**src/rtl/parking_pkg.sv**
```systemverilog
// Shared types and defaults for the parking-lot day controller.
package parking_pkg;

    typedef enum logic [1:0] {
        ST_IDLE    = 2'd0,
        ST_OPEN    = 2'd1,
        ST_CLOSING = 2'd2,
        ST_DONE    = 2'd3
    } day_state_t;

    localparam int HOURS_PER_DAY    = 8;
    localparam int DEFAULT_CAPACITY = 3;

endpackage

```
**src/rtl/parking_gate_arbiter.sv**
```systemverilog
// Two-requester gate arbiter: alternating priority, and the gate is busy for
// one cycle after any grant so grants are at least two cycles apart.
module parking_gate_arbiter (
    input  logic clk,
    input  logic reset,
    input  logic i_clear,
    input  logic i_entry_elig,
    input  logic i_exit_elig,
    output logic o_entry_take,
    output logic o_exit_take,
    output logic o_entry_grant,
    output logic o_exit_grant
);

    logic r_entry_grant;
    logic r_exit_grant;
    logic r_prio_exit;
    logic w_busy;

    assign w_busy = r_entry_grant | r_exit_grant;

    // Decision for this edge; the top uses it to update occupancy on the
    // same edge that raises the registered grant.
    assign o_entry_take = !w_busy && i_entry_elig && (!i_exit_elig || !r_prio_exit);
    assign o_exit_take  = !w_busy && i_exit_elig  && (!i_entry_elig || r_prio_exit);

    always_ff @(posedge clk) begin
        if (reset) begin
            r_entry_grant <= 1'b0;
            r_exit_grant  <= 1'b0;
            r_prio_exit   <= 1'b1;
        end else begin
            r_entry_grant <= o_entry_take;
            r_exit_grant  <= o_exit_take;
            if (i_clear)
                r_prio_exit <= 1'b1;
            else if (o_entry_take)
                r_prio_exit <= 1'b1;
            else if (o_exit_take)
                r_prio_exit <= 1'b0;
        end
    end

    assign o_entry_grant = r_entry_grant;
    assign o_exit_grant  = r_exit_grant;

endmodule

```
**src/rtl/parking_day_ctrl.sv**
```systemverilog
// Day sequencer (IDLE/OPEN/CLOSING/DONE), hour counter and occupancy tracker.
// Define PARKING_RUSH_LOG_EN to capture the first hour the lot fills.
module parking_day_ctrl
    import parking_pkg::*;
#(
    parameter int CAPACITY = DEFAULT_CAPACITY,
    parameter int HOURS    = HOURS_PER_DAY
) (
    input  logic                         clk,
    input  logic                         reset,
    input  logic                         start,
    input  logic                         hour_tick,
    input  logic                         arrive_req,
    input  logic                         depart_req,
    output logic                         entry_grant,
    output logic                         exit_grant,
    output logic [2:0]                   hour,
    output logic [$clog2(CAPACITY+1)-1:0] occupancy,
    output logic                         full,
    output logic                         lot_open,
    output logic                         day_done,
    output logic [2:0]                   rush_hour,
    output logic                         rush_valid
);

    localparam int              OW        = $clog2(CAPACITY+1);
    localparam logic [OW-1:0]   CAP_V     = OW'(CAPACITY);
    localparam logic [2:0]      HOUR_LAST = 3'(HOURS-1);

    day_state_t    r_state;
    day_state_t    w_state_nxt;
    logic [2:0]    r_hour;
    logic [OW-1:0] r_occ;
    logic [OW-1:0] w_occ_nxt;
    logic          r_full;
    logic          r_lot_open;
    logic          r_day_done;

    logic w_start_take;
    logic w_tick_open;
    logic w_last_hour;
    logic w_entry_elig;
    logic w_exit_elig;
    logic w_entry_take;
    logic w_exit_take;
    logic w_entry_grant;
    logic w_exit_grant;
    logic w_in_flight;

    assign w_start_take = start && (r_state == ST_IDLE || r_state == ST_DONE);
    assign w_tick_open  = hour_tick && (r_state == ST_OPEN);
    assign w_last_hour  = (r_hour == HOUR_LAST);
    assign w_entry_elig = (r_state == ST_OPEN) && arrive_req && !r_full;
    assign w_exit_elig  = (r_state == ST_OPEN || r_state == ST_CLOSING)
                          && depart_req && (r_occ != '0);
    assign w_in_flight  = w_entry_grant | w_exit_grant;

    parking_gate_arbiter u_arb (
        .clk           (clk),
        .reset         (reset),
        .i_clear       (w_start_take),
        .i_entry_elig  (w_entry_elig),
        .i_exit_elig   (w_exit_elig),
        .o_entry_take  (w_entry_take),
        .o_exit_take   (w_exit_take),
        .o_entry_grant (w_entry_grant),
        .o_exit_grant  (w_exit_grant)
    );

    always_ff @(posedge clk) begin
        if (reset)
            r_state <= ST_IDLE;
        else
            r_state <= w_state_nxt;
    end

    always_comb begin
        w_state_nxt = r_state;
        case (r_state)
            ST_IDLE, ST_DONE: if (w_start_take) w_state_nxt = ST_OPEN;
            ST_OPEN:          if (w_tick_open && w_last_hour) w_state_nxt = ST_CLOSING;
            // Wait out the last exit pulse so the gate is closed before DONE.
            ST_CLOSING:       if (r_occ == '0 && !w_in_flight) w_state_nxt = ST_DONE;
            default:          w_state_nxt = ST_IDLE;
        endcase
    end

    always_comb begin
        w_occ_nxt = r_occ;
        if (w_start_take)
            w_occ_nxt = '0;
        else if (w_entry_take)
            w_occ_nxt = r_occ + 1'b1;
        else if (w_exit_take)
            w_occ_nxt = r_occ - 1'b1;
    end

    always_ff @(posedge clk) begin
        if (reset) begin
            r_hour     <= 3'd0;
            r_occ      <= '0;
            r_full     <= 1'b0;
            r_lot_open <= 1'b0;
            r_day_done <= 1'b0;
        end else begin
            r_occ      <= w_occ_nxt;
            r_full     <= (w_occ_nxt == CAP_V);
            r_lot_open <= (w_state_nxt == ST_OPEN);
            r_day_done <= (w_state_nxt == ST_DONE);
            if (w_start_take)
                r_hour <= 3'd0;
            else if (w_tick_open && !w_last_hour)
                r_hour <= r_hour + 3'd1;
        end
    end

`ifdef PARKING_RUSH_LOG_EN
    logic [2:0] r_rush_hour;
    logic       r_rush_valid;

    always_ff @(posedge clk) begin
        if (reset || w_start_take) begin
            r_rush_hour  <= 3'd0;
            r_rush_valid <= 1'b0;
        end else if (w_entry_take && (w_occ_nxt == CAP_V) && !r_rush_valid) begin
            r_rush_hour  <= r_hour;
            r_rush_valid <= 1'b1;
        end
    end

    assign rush_hour  = r_rush_hour;
    assign rush_valid = r_rush_valid;
`else
    assign rush_hour  = 3'd0;
    assign rush_valid = 1'b0;
`endif

    assign entry_grant = w_entry_grant;
    assign exit_grant  = w_exit_grant;
    assign hour        = r_hour;
    assign occupancy   = r_occ;
    assign full        = r_full;
    assign lot_open    = r_lot_open;
    assign day_done    = r_day_done;

endmodule

```
**config.mk**
```make
export PLATFORM = sky130hd
export DESIGN_NAME = parking_day_ctrl
export DESIGN_NICKNAME = d
export VERILOG_FILES = /design/src/rtl/parking_pkg.sv /design/src/rtl/parking_gate_arbiter.sv /design/src/rtl/parking_day_ctrl.sv
export SDC_FILE = /design/constraint.sdc
export NUM_CORES = 1
export LEC_CHECK = 0
export ABC_AREA = 1
export CORE_MARGIN = 1.5
export CORE_UTILIZATION = 48
export DETAILED_ROUTE_END_ITERATION = 12
export GPL_TIMING_DRIVEN = 0
export PLACE_DENSITY_LB_ADDON = 0.08
export SLEW_MARGIN = 20
export SYNTH_ARGS = -nofsm -noshare
export SYNTH_HDL_FRONTEND = slang
export SYNTH_HIERARCHICAL = 1
export SYNTH_SLANG_ARGS = --single-unit
export TNS_END_PERCENT = 1
```
**constraint.sdc**
```tcl
create_clock -name clk -period 4.3 [get_ports clk]
set_input_delay 0.86 -clock clk [delete_from_list [all_inputs] [get_ports clk]]
set_output_delay 0.86 -clock clk [all_outputs]
set_load 0.03 [all_outputs]
```
==> run summary, run 1 <==
GPL Wtd Cong - 0.7706
Global-route wire length before repair - 1828 µm
Seq. cell area - 260.3 µm²
Post-synthesis sequential area ratio - 0.3859
Instance count along the most critical hold path - 2
Later-pin clock latency in the skew report - 0.26 ns
Area occupied by multi-input gates - 335.3 µm²
Buffers & Inverters on Critical Path - 1
Static leakage - 0.4232 nW
Number of cells traversed by the worst register-to-register path - 11
Combinational cell fraction of total power - 0.197
Slowest cell on the critical path - clkdlybuf4s50_1
Max Fclk - 450.9 MHz
CTS Root Cell - clkbuf_4
Part of the total power dissipated in the clock network - 0.294
Cells after synthesis - 91
Kind of cell adding the most delay to the critical path - buffers and inverters
Path category of the worst min-delay check - reg2reg
Type of the setup path with the least slack - reg2out
Total of cells resized after clock tree synthesis - 0
Final Hold Slack - 0.4842 ns
Initial drt markers - 11
Remaining antenna violation count after routing - 0
Ports placed on the boundary - 20
CP cell instances - clkdlybuf4s50_1
Switching power total - 0.06919 mW
Cell-internal power - 0.1794 mW
Final setup violating endpoints - 0
Cell taking the most area after synthesis - dfxtp_1
Port-buffer cells - 15
TritonCTS clock tree - done
Total instance count after detailed placement - 124
Crit path max fanout - 3
Count of unique library cells instantiated by Yosys - 23
Via count of the first global-routing pass - 473
Level count of the clock H-tree - 1
Top area cells in the synthesized netlist - dfxtp_1 (39%), nand2_1 (11%), ha_1 (9.3%), inv_1 (7.8%), nor2_1 (6.7%)
Share of layout cells above drive strength 1 - 0.1239
Average footprint of a synthesized cell - 7.411 µm²
Number of buffers inserted during clock tree synthesis - 3
Number of design rule violations left after detail routing - 0
Crit. End Element - output pin
Register share of total power - 0.508
Net total in the final layout - 125
Synthesis Warnings - 6
Met2 layer wire length in the routed design - 526 µm
Total of hold buffers inserted after clock tree synthesis - 0
Synthesized flop and latch total - 13
Startpoint of the most critical hold path - hour[2]
Most frequent cells in the layout - nand2_1 (19), clkdlybuf4s50_1 (15), inv_1 (14)
Period utilization - 0.5157
Met3 WL post-DR - 65 µm
M1 WL - 555 µm
Total GRT Usage - 0.1732
Outcome - complete, no violations
Die boundary height - 40.49 µm
CTS sink count - 13
Via count - 575
Post-route clock skew - 0.001023 ns
Dpl hpwl - 965 µm
Fraction of synthesized cell area taken by the top area cell type - 0.3859
Width of the die - 40.49 µm
Final cell count without fillers - 128
Mean number of vias per cell - 4.492
Maximum number of pins on one net before global-route repair - 8
Fill cells - 120
Place WS - 1.953 ns
Fin crit period - 2.218 ns
Wirelength, routed - 1160 µm
Slack of the critical path - 2.082 ns
Number of hold-slack violations in the final timing report - 0
Total setup buffers inserted after CTS - 0
Crit path required time - 3.44 ns
Antenna violations before repair - 0
CTS max path bufs - 2
Count of inserted antenna diode cells - 0
Switching Fraction - 0.2784
Reg2reg setup slack - 2.42 ns
Power Dens Cells - 282.2 nW/µm²
Total Die Area - 1639 µm²
Overall power consumption - 0.2486 mW
Most frequent standard cell in the layout excluding fill and tap cells - nand2_1
Std-Cell Core Area - 1301 µm²
Std-Cell Rows - 13
Max incr delay on CP - 0.70 ns
Reg clk slew, reported paths - 0.08 ns
Pre-antenna DRT Iters - 4
Max Transition Viols Final - 0
Starting utilization of the core area - 0.5183
Post-synth design cell area - 674.4 µm²
CP startpoint kind - flop
Relative area change from synthesis to final layout - 30.61%
Data arrival, critical path - 1.36 ns
Worst min-delay path endpoint - hour[2]
Top routing layer used - met4
VDD IR-drop max - 0.1725 mV
Number of maximum-capacitance constraint violations - 0
Average wire per standard cell - 9.063 µm
Final sum of negative setup slack - 0 ns
Worst reg2reg endpoint - full
Setup repair after global routing missed its margin - false
Total congestion overflow - 0
Worst R2R Start - r_state[0]
power groups by stage:
stage	registers (mW)	logic, mW	clock network, mW
after global routing	0.127	0.0547	0.0831
after CTS	0.126	0.0492	0.0759
after detailed placement	0.129	0.0490	0
after global placement	0.129	0.0482	0
final	0.126	0.0490	0.0732
after floorplan	0.134	0.0284	0
stage by stage:
step                cell area (µm²)    util
finish                        880.8  0.6769
global route                  880.8  0.6769
CTS                           880.8  0.6769
detailed placement            854.6  0.6567
global placement              854.6  0.6567
floorplan                     685.7       -
registers in the layout, summed over array words and instances, names as in the netlist:
| signal | cells |
|---|---|
| full | 1 |
| day_done | 1 |
| hour | 3 |
| u_arb/r_prio_exit | 1 |
| u_arb/o_entry_grant | 1 |
| u_arb/o_exit_grant | 1 |
| lot_open | 1 |
| occupancy | 2 |
| r_state | 2 |
worst max path at each step:
| stage | from | to | depth (start not counted) |
|---|---|---|---|
| after floorplan | depart_req | full | 8 |
| after global placement | depart_req | full | 9 |
| after detailed placement | depart_req | full | 9 |
| after CTS | u_arb/o_entry_grant | entry_grant | 1 |
| after global routing | u_arb/o_entry_grant | entry_grant | 1 |
| final | u_arb/o_entry_grant | entry_grant | 1 |
final cells by class:
type                       count  share of cell area
clock buffer                   4             0.02983
tap                           15             0.02131
timing repair buffer          15              0.1705
sequential                    13              0.2955
inverter                      16             0.06818
buffer                         4             0.03409
multi-input combinational     61              0.3807
synth_stat cells, drive strengths merged:
| cell type | number |
|---|---|
| nor2 | 14 |
| buf | 4 |
| conb | 1 |
| nor3 | 1 |
| a31o | 1 |
| o21ai | 3 |
| nand3 | 4 |
| inv | 15 |
| a21oi | 5 |
| or2 | 1 |
| nand3b | 1 |
| o211ai | 1 |
| dfxtp | 13 |
| ha | 5 |
| nand2 | 20 |
| clkinv | 1 |
| xor2 | 1 |
metal layers:
metal	up-vias	GRT usage
met5	-	0
met4	0	0.1000
met3	2	0.03333
met2	12	0.2619
met1	241	0.2264
li1	320	-
logic make-up after synthesis:
logic type | after synthesis | share of synthesized area
other | 1 | 0.005561
flip-flops | 13 | 0.3859
AND/OR/NAND/NOR | 41 | 0.2857
AO/OA/AOI/OAI | 10 | 0.08348
buffers and inverters | 20 | 0.1336
adder cells (fa/ha/maj) | 5 | 0.09276
XOR/XNOR | 1 | 0.01299
tightest hold or removal path: stages, from the launching register on:
cell and delay, ns:
dfxtp_1 0.33, nand2_1 0.06, a21oi_1 0.05
Power figures use the tool's default switching activity.
==> run 2, diff against run 1 <==
Settings changed: CORE_UTILIZATION 48 to 40.
Clock period 4.3 ns to 2 ns, I/O delays scaled along.
==> run 2 against run 1 <==
  * Clock-buffer cell count did not move
  * Via count increased by 1.7%
  * Sequential power up 120%
  * Worst setup slack worse by 1.9 ns
  * Critical path depth grew 10
==> run summary, run 2 (synthesis results as in run 1) <==
Initial drt markers - 10
Number of buffers inserted during clock tree synthesis - 3
Via count - 585
Total instance count after detailed placement - 125
Level count of the clock H-tree - 1
Average wire per standard cell - 9.256 µm
Mean number of vias per cell - 4.535
Die boundary height - 44.06 µm
Type of the setup path with the least slack - reg2reg
Data arrival, critical path - 1.96 ns
Number of cells traversed by the worst register-to-register path - 11
Setup repair after global routing missed its margin - false
Number of hold-slack violations in the final timing report - 0
Relative area change from synthesis to final layout - 32.28%
TritonCTS clock tree - done
Dpl hpwl - 961.7 µm
CP startpoint kind - flop
Fill cells - 160
Instance count along the most critical hold path - 2
Count of inserted antenna diode cells - 0
Overall power consumption - 0.5416 mW
Area occupied by multi-input gates - 345.3 µm²
Total congestion overflow - 0
Crit. End Element - flop
Path category of the worst min-delay check - reg2reg
Total of cells resized after clock tree synthesis - 0
Via count of the first global-routing pass - 479
Setup crit end - full
Later-pin clock latency in the skew report - 0.27 ns
Final cell utilization of the core - 0.5787
Final Hold Slack - 0.4867 ns
Most frequent standard cell in the layout excluding fill and tap cells - nand2_1
Number of maximum-capacitance constraint violations - 0
Static leakage - 0.4202 nW
GPL Wtd Cong - 0.7496
Reg clk slew, reported paths - 0.08 ns
Most frequent cells in the layout - nand2_1 (19), clkdlybuf4s50_1 (15), inv_1 (14)
Total GRT Usage - 0.1339
Number of design rule violations left after detail routing - 0
Worst reg2reg endpoint - full
Power Dens Cells - 607.1 nW/µm²
Total Die Area - 1941 µm²
Post-route clock skew - 0.005700 ns
Final setup violating endpoints - 0
Wirelength, routed - 1194 µm
CTS Root Cell - clkbuf_4
Remaining antenna violation count after routing - 0
Std-Cell Core Area - 1541 µm²
CTS sink count - 13
Net total in the final layout - 125
Seq. cell area - 260.3 µm²
Period utilization - 0.8989
VDD IR-drop max - 0.5032 mV
Width of the die - 44.06 µm
Total setup buffers inserted after CTS - 0
Fin crit period - 1.798 ns
Setup crit start - r_state[0]
Outcome - complete, no violations
Max FFs per register - 3
Total of hold buffers inserted after clock tree synthesis - 0
Share of layout cells above drive strength 1 - 0.1416
Starting utilization of the core area - 0.4375
Max Fclk - 556.3 MHz
CTS max path bufs - 2
Worst R2R Start - r_state[0]
Final sum of negative setup slack - 0 ns
Crit path max fanout - 5
Antenna violations before repair - 0
Port-buffer cells - 15
Maximum number of pins on one net before global-route repair - 8
Reg2reg setup slack - 0.20 ns
Ports placed on the boundary - 20
Global-route wire length before repair - 1897 µm
Final cell count without fillers - 129
Max Transition Viols Final - 0
Std-Cell Rows - 14
Pre-antenna DRT Iters - 4
Crit path required time - 2.16 ns
## run 2: cell counts in the layout (fill, tap and decap cells not counted)
Identical to the previous run, type by type.
## run 2: how the worst min path moves through the flow
stage                         to  slack [ns]              start
4_1_cts                  hour[2]        0.49            hour[2]
2_1_floorplan  u_arb/r_prio_exit        0.45  u_arb/r_prio_exit
5_1_grt                  hour[1]        0.51            hour[1]
6_report       u_arb/r_prio_exit        0.49  u_arb/r_prio_exit
3_5_place_dp             hour[2]        0.48            hour[2]
3_3_place_gp   u_arb/r_prio_exit        0.46  u_arb/r_prio_exit
## run 2: per-stage QoR
stage	worst slack, ns	area [µm²]
floorplan	0.2968	685.7
global placement	0.1062	855.8
detailed placement	0.07686	855.8
CTS	0.04202	882.1
global route	0.007153	892.1
finish	0.2022	892.1
## run 2: cell type report
type / count / share of cell area
Buffer: 4 / 0.03366
Clock buffer: 4 / 0.02945
Inverter: 16 / 0.06732
Multi-Input combinational cell: 61 / 0.3871
Sequential cell: 13 / 0.2917
Tap cell: 16 / 0.02244
Timing Repair Buffer: 15 / 0.1683
## run 2: critical path, stage by stage (launching register included)
cell and delay [ns]:
dfxtp_1 0.37, inv_1 0.07, ha_2 0.31, inv_1 0.09, nand2_1 0.09, nor2_4 0.12
nand2_1 0.08, nand3_2 0.10, inv_1 0.07, nor2_1 0.11, xor2_1 0.19, nor3_1 0.07
## run 2: report_power, final
| group | internal (mW) | switching [mW] |
|---|---|---|
| Clock | 0.0772 | 0.0844 |
| Sequential | 0.266 | 0.00553 |
| Combinational | 0.0433 | 0.0646 |
## run 2: layer usage
metal	vias up	GRT usage	routed length (µm)
li1	321	-	-
met3	2	0.04898	79
met2	16	0.1941	539
met5	-	0	0
met4	0	0.07879	13
met1	246	0.1696	563
